[config.mk]
export PLATFORM = sky130hd
export DESIGN_NAME = rs_cmd_seq
export DESIGN_NICKNAME = d
export VERILOG_FILES = /design/src/rtl/rs_cmd_seq.sv
export SDC_FILE = /design/constraint.sdc
export NUM_CORES = 1
export LEC_CHECK = 0
export CAP_MARGIN = 10
export CELL_PAD_IN_SITES_DETAIL_PLACEMENT = 1
export CELL_PAD_IN_SITES_GLOBAL_PLACEMENT = 2
export CORE_MARGIN = 2
export CORE_UTILIZATION = 41
export CTS_CLUSTER_SIZE = 24
export DETAILED_ROUTE_END_ITERATION = 10
export GPL_ROUTABILITY_DRIVEN = 0
export PLACE_DENSITY = 0.92
export SLEW_MARGIN = 20
export SYNTH_ARGS = -nofsm -noshare
export SYNTH_HDL_FRONTEND = slang
export SYNTH_SLANG_ARGS = --single-unit
[constraint.sdc]
create_clock -name Clk -period 4.1 [get_ports Clk]
set_clock_uncertainty 0.05 [all_clocks]
set_input_delay 0.615 -clock Clk [delete_from_list [all_inputs] [get_ports Clk]]
set_output_delay 0.615 -clock Clk [all_outputs]
set_load 0.03 [all_outputs]
[src/rtl/rs_cmd_seq.sv]
// Command sequencer for the gated SR latch: debounces the raw set/clear requests and
// issues clean, mutually exclusive S/R pulses of fixed length, each followed by an idle gap.
//
// state   | meaning
// --------+-----------------------------------------------
// IDLE    | no pulse in progress, ready to launch
// PULSE_S | S held high for PULSE_LEN clocks
// PULSE_R | R held high for PULSE_LEN clocks
// GAP     | S=R=0 for GAP_LEN clocks before the next launch
module rs_cmd_seq #(
  parameter int DEB_LEN   = 4,
  parameter int PULSE_LEN = 3,
  parameter int GAP_LEN   = 2,
  parameter int CNT_W     = 8
) (
  input  logic Clk,
  input  logic Rst,
  input  logic SetIn,
  input  logic ClrIn,
  output logic S,
  output logic R,
  output logic Busy,
  output logic QExp,
  output logic Drop
);

  typedef enum logic [1:0] {IDLE, PULSE_S, PULSE_R, GAP} state_t;

  localparam logic [CNT_W-1:0] DEB_LAST   = CNT_W'(DEB_LEN - 1);
  localparam logic [CNT_W-1:0] PULSE_LAST = CNT_W'(PULSE_LEN - 1);
  localparam logic [CNT_W-1:0] GAP_LAST   = CNT_W'(GAP_LEN - 1);

  // Index 0 carries the set request, index 1 the clear request.
  logic [1:0]       raw;
  logic [1:0]       sync1;
  logic [1:0]       sync2;
  logic [1:0]       filt;
  logic [1:0]       filt_d;
  logic [CNT_W-1:0] deb_cnt [2];

  logic set_req;
  logic clr_req;
  logic has_req;

  state_t           state;
  state_t           state_nx;
  logic [CNT_W-1:0] tmr;
  logic [CNT_W-1:0] tmr_nx;
  logic             pend_v;
  logic             pend_v_nx;
  logic             pend_clr;
  logic             pend_clr_nx;
  logic             qexp_nx;
  logic             drop_nx;

  assign raw = {ClrIn, SetIn};

  always_ff @(posedge Clk) begin
    if (Rst) begin
      sync1      <= '0;
      sync2      <= '0;
      filt       <= '0;
      filt_d     <= '0;
      deb_cnt[0] <= '0;
      deb_cnt[1] <= '0;
    end else begin
      sync1  <= raw;
      sync2  <= sync1;
      filt_d <= filt;
      for (int i = 0; i < 2; i++) begin
        if (sync2[i] != filt[i]) begin
          if (deb_cnt[i] == DEB_LAST) begin
            filt[i]    <= sync2[i];
            deb_cnt[i] <= '0;
          end else begin
            deb_cnt[i] <= deb_cnt[i] + 1'b1;
          end
        end else begin
          deb_cnt[i] <= '0;
        end
      end
    end
  end

  assign set_req = filt[0] & ~filt_d[0];
  assign clr_req = filt[1] & ~filt_d[1];
  assign has_req = set_req | clr_req;

  always_comb begin
    state_nx    = state;
    tmr_nx      = tmr;
    pend_v_nx   = pend_v;
    pend_clr_nx = pend_clr;
    qexp_nx     = QExp;
    drop_nx     = set_req & clr_req;

    // While busy, a new request lands in the slot; an occupied slot means something is lost.
    if (state != IDLE && has_req) begin
      drop_nx     = drop_nx | pend_v;
      pend_v_nx   = 1'b1;
      pend_clr_nx = clr_req;
    end

    case (state)
      IDLE: begin
        if (pend_v) begin
          state_nx    = pend_clr ? PULSE_R : PULSE_S;
          tmr_nx      = PULSE_LAST;
          pend_v_nx   = has_req;
          pend_clr_nx = clr_req;
        end else if (has_req) begin
          state_nx = clr_req ? PULSE_R : PULSE_S;
          tmr_nx   = PULSE_LAST;
        end
      end
      PULSE_S, PULSE_R: begin
        if (tmr == '0) begin
          state_nx = GAP;
          tmr_nx   = GAP_LAST;
          qexp_nx  = (state == PULSE_S);
        end else begin
          tmr_nx = tmr - 1'b1;
        end
      end
      GAP: begin
        if (tmr == '0) begin
          // Launch straight from the gap, including a request that arrived on this very edge.
          if (pend_v_nx) begin
            state_nx  = pend_clr_nx ? PULSE_R : PULSE_S;
            tmr_nx    = PULSE_LAST;
            pend_v_nx = 1'b0;
          end else begin
            state_nx = IDLE;
          end
        end else begin
          tmr_nx = tmr - 1'b1;
        end
      end
      default: state_nx = IDLE;
    endcase
  end

  always_ff @(posedge Clk) begin
    if (Rst) begin
      state    <= IDLE;
      tmr      <= '0;
      pend_v   <= 1'b0;
      pend_clr <= 1'b0;
      S        <= 1'b0;
      R        <= 1'b0;
      Busy     <= 1'b0;
      QExp     <= 1'b0;
      Drop     <= 1'b0;
    end else begin
      state    <= state_nx;
      tmr      <= tmr_nx;
      pend_v   <= pend_v_nx;
      pend_clr <= pend_clr_nx;
      S        <= (state_nx == PULSE_S);
      R        <= (state_nx == PULSE_R);
      Busy     <= (state_nx != IDLE);
      QExp     <= qexp_nx;
      Drop     <= drop_nx;
    end
  end

endmodule

# --- Yosys cells after proc, flatten, opt, wreduce, memory -nomap -nowiden ---
# Memory sizes are Yosys's and may differ from the RTL's.
# Cells that the tools add are included.
totals:
  regBits: 25
  mem_bits_rw: 16
  inputBits: 4
  elab_cells: 105
  memories: 1
classes:
  add_sub_neg: 3
  n_eq_ne: 11
  mux: 53
  bitwise_logic: 13
  n_reduce_logical: 10
mem_list:
  columns: ["name", "depth", "word_bits", "rd", "rd_ports_with_merged_regs", "write_ports", "line", "rtl"]
  rows:
  - ["deb_cnt", 2, 8, 2, 0, 2, "39", "logic [CNT_W-1:0] deb_cnt [2];"]
ops:
  columns: ["op", "count"]
  rows:
  - ["$mux W8", 11]
  - ["$mux W1", 31]
  - ["$pmux W8 S3", 1]
  - ["$add A8 B1 Y8 const B", 2]
  - ["$eq A8 B2 Y1 const B", 2]
  - ["$mux W2", 8]
  - ["$logic_not A8 Y1", 1]
  - ["$or A1 B1 Y1", 8]
  - ["$reduce_and A2 Y1", 4]
  - ["$sub A8 B1 Y8 const B", 1]
  - ["$eq A2 B2 Y1 const B", 3]
  - ["$ne A3 B3 Y1 const B", 2]
  - ["$pmux W2 S3", 1]
  - ["$eq A2 B1 Y1 const B", 2]
  - ["$reduce_bool A2 Y1", 2]
  - ["$and A1 B1 Y1", 3]
  - ["$logic_not A2 Y1", 1]
  - ["$ne A1 B1 Y1", 2]
  - ["$not A1 Y1", 2]
  - ["$pmux W1 S2", 1]
  - ["$reduce_or A2 Y1", 1]
  - ["$logic_and A1 B1 Y1", 1]

# --- Longest topological paths before layout ---
logic_depth:
  ltp_word: 10
  ltp_mapped: 9
  ltp_nobuf: 7

# --- Least setup slack after synthesis ---
# Ideal clock, no wire load.
synth_timing:
  path_kind: "flip-flop to flip-flop"
  from: "register tmr[2]"
  to: "register tmr[0]"
  arrival_time_ns: 2.104
  required_time_ns: 3.919
  slack_ns: 1.816
  stages_incl_launch_ff: 8
  period_less_slack_ns: 2.284
  path_cell_list: "dfxtp_1 -> or4_4 -> or3_1 -> buf_6 -> o41ai_4 -> buf_6 -> nand3b_1 -> a21oi_2"
synth_between:
  elab_chain_cells: 3
  elab_cells_between_ends: 6
  classes_between: "1 x eq/ne; 3 x mux; 2 x reduce/logical"
synth_rtl:
  columns: ["item", "line", "rtl"]
  rows:
  - ["start: declaration", "47", "logic [CNT_W-1:0] tmr;"]
  - ["start signal: assignment", "156", "tmr <= tmr_nx;"]
  - ["$logic_not A8 Y1 *", "117, 126", null]
  - ["$mux W8 (tied with other cells)", "126", "if (tmr == '0) begin"]
  - ["$pmux W8 S3 or $reduce_and A2 Y1 (tied branches)", null, null]
# Every way passes the cells marked *; elsewhere a longest branch is shown, timed or not.
# A chain may end at the register's enable or synchronous reset.

# --- Worst setup path in the final report ---
layout_timing:
  from: "register tmr[2]"
  to: "register tmr[5]"
layout_between:
  elab_chain_cells: 3
  elab_cells_between_ends: 7
  classes_between: "1 x add/sub; 1 x eq/ne; 3 x mux; 2 x reduce/logical"
layout_rtl:
  columns: ["item", "line"]
  rows:
  - ["$sub A8 B1 Y8 or $logic_not A8 Y1 (tied branches)", null]
  - ["$mux W8 (tied with other cells)", "126"]
  - ["$pmux W8 S3 or $reduce_and A2 Y1 (tied branches)", null]
# Parallel ways exist; a longest one is shown, timed or not.

==> results.tsv <==
metric	value	unit
fillers	572	
endpoint_kind	flip-flop	
cp_max_fo	17	
core_area	0.00472	sq mm
clock_path_buffers	2	
synth_top_area_cell	dfxtp_1	
wl	3.86	mm
synth-edff-count	16	
rsz0062_at_grt	no	
dp_slack	1240	ps
start_kind	flip-flop	
worstPathCellList	or4_4 > or3_1 > o41ai_4 > o21bai_1 > a21oi_1	
async_flop_share	0	%
r2r_setup_slack	1270	ps
synthToLayoutAreaGrowth	14.1	%
grt_usage	16.0	%
syn_avg_cell_area	9.80	sq um
grt_overflow	0	
crit_buf_inv	0	
maxCapViolations	0	
root_buffer	clkbuf_8	
fin_nets	244	
maxSlewViolCount	0	
die_height	74.2	um
min_path_cells	1	
whs_endpoint	sync2[0]	
path_class	reg2reg	
cts_resized	0	
dpl.hpwl	2.86	mm
timing.hold.ws	394	ps
post-route-period-util	69.0	%
timing.fmax	353	MHz
setup_tns	0	ps
timing.rr.start	tmr[2]	
setup_viol	0	
cts.sinks	41	
die_area	0.00550	sq mm
ys_warn_count	0	
ys_seq_elements	41	
crit_path_top_delay_cell	o41ai_4	
synth-seq-area-share	48.6	%
worst_slack	1270	ps
syn_inst	206	
final.min_clock_period	2830	ps
hp-class	reg2reg	
synth.top_cell.area_share	24.8	%
synth_cell_type_count	47	
r2r_cells	5	
hold_start	sync1[0]	
drive_gt1_share	6.01	%
critPathArrivalTime	3000	ps
rr_endpoint	tmr[5]	
power_per_cell_area	321	mW/mm^2
ys_top_cells_by_area	dfxtp_1 (25%), edfxtp_1 (24%), ha_1 (5.0%), nor2_1 (4.6%), xor2_1 (4.3%)	
drt_iter0_drc	51	
leakage	0.890	nW
cts.clk_slew.worst_paths	80	ps
start_util	42.7	%
crit_family	compound AO/OA/AOI/OAI gates	
grt_pass1_vias	1443	
avgRoutedWirePerCell	12.9	um
ios	9	
syn-cell-area	0.00202	sq mm
drt_pass1_iterations	4	
dr_total_vias	1488	
worstMarginPinSlew	778	ps
relSlewSlack	48.0	%
io_buffers	8	
hold_buffers	0	
antenna_found_initial	0	
drcViolationCount	0	
hold_viol	0	
vias_per_cell	4.96	
outcome	complete, no violations	
ys.flop_type	dfxtp_1	
grt_pass1_wl	6.67	mm
post_cts_buffers	0	
dieWidth	74.2	um
clock_latency	300	ps
yosys-top-cells-count	dfxtp_1 (25), nor2_1 (25), a21oi_1 (17)	
ant_nets	0	
row_count	25	
power	0.740	mW
cpPeakStageDelay	750	ps
cts_tree	done	
cts-buffers-inserted	5	
irDropWorstVdd	165	uV
diodes	0	
required	4270	ps
grt_max_degree	18	
htree_levels	2	
-- registers in the layout, summed over array words and instances, names as in the netlist --
name	flops
Busy	1
Drop	1
QExp	1
R	1
S	1
deb_cnt	16
filt	2
filt_d	2
pend_clr	1
pend_v	1
state	2
sync1	2
sync2	2
tmr	8
-- routing by layer --
layer	up-vias	part of all wire (%)	global-route usage, %
li1	774	-	-
met1	700	52	21.2
met2	10	44	24.5
met3	4	2.4	4.47
met4	0	1.8	6.67
met5	-	0	0
-- how the worst max path moves through the flow --
stage / from / end / slack [ps] / cells after the start
after global placement: tmr[2] / tmr[7] / 1310 / 5
final: tmr[2] / tmr[5] / 1270 / 5
after global routing: tmr[2] / tmr[7] / 990 / 5
after detailed placement: tmr[2] / tmr[5] / 1240 / 5
after floorplan: tmr[2] / tmr[0] / 1820 / 7
after CTS: tmr[2] / tmr[5] / 1230 / 5
-- cell families after synthesis --
kind of cell    count (synthesis)  synth area share [%]
simple gates                   91                  23.7
flops                          41                  48.6
other cells                     1                 0.186
compound gates                 39                  13.2
mux                             1                 0.496
xor+xnor                       14                  6.08
buf+inv                        11                  2.79
fa+ha+maj                       8                  4.96
-- placed cells by master, fill, tap and decap left out, types with 5 or more instances in the layout --
cell	Yosys	final
dfxtp_1	25	25
nor2_1	25	25
a21oi_1	17	17
edfxtp_1	16	16
conb_1	1	16
nand3_1	13	13
nand2_1	11	11
xor2_1	10	10
nor2b_1	8	8
ha_1	8	8
clkdlybuf4s50_1	0	8
or3_1	7	7
inv_1	6	6
and3_1	6	6
clkbuf_8	0	5
-- area by class of cell --
cell class,instances,area (sq um),share of cell area [%]
clock inverter,3,22.5,0.978
tap,67,83.8,3.64
sequential,41,981,42.6
clock buffer,5,68.8,2.99
inverter,6,22.5,0.978
multi-input combinational,169,1040,45.0
timing repair buffer,9,87.6,3.80
-- where the power goes --
| part | switching, mW | total, mW | internal (mW) |
|---|---|---|---|
| clock | 0.146 | 0.267 | 0.121 |
| sequential | 0.00860 | 0.441 | 0.432 |
| combinational | 0.0188 | 0.0325 | 0.0137 |
| total | 0.173 | 0.740 | 0.566 |
-- stage by stage --
step / instances / util, % / area (sq um)
3_3_place_gp: 292 / 46.8 / 2210
3_5_place_dp: 292 / 46.8 / 2210
5_1_grt: 300 / 48.8 / 2300
4_1_cts: 300 / 48.8 / 2300
2_1_floorplan: 221 / - / 2070
6_report: 300 / 48.8 / 2300
Note: power is estimated with default switching activity, not from simulation.
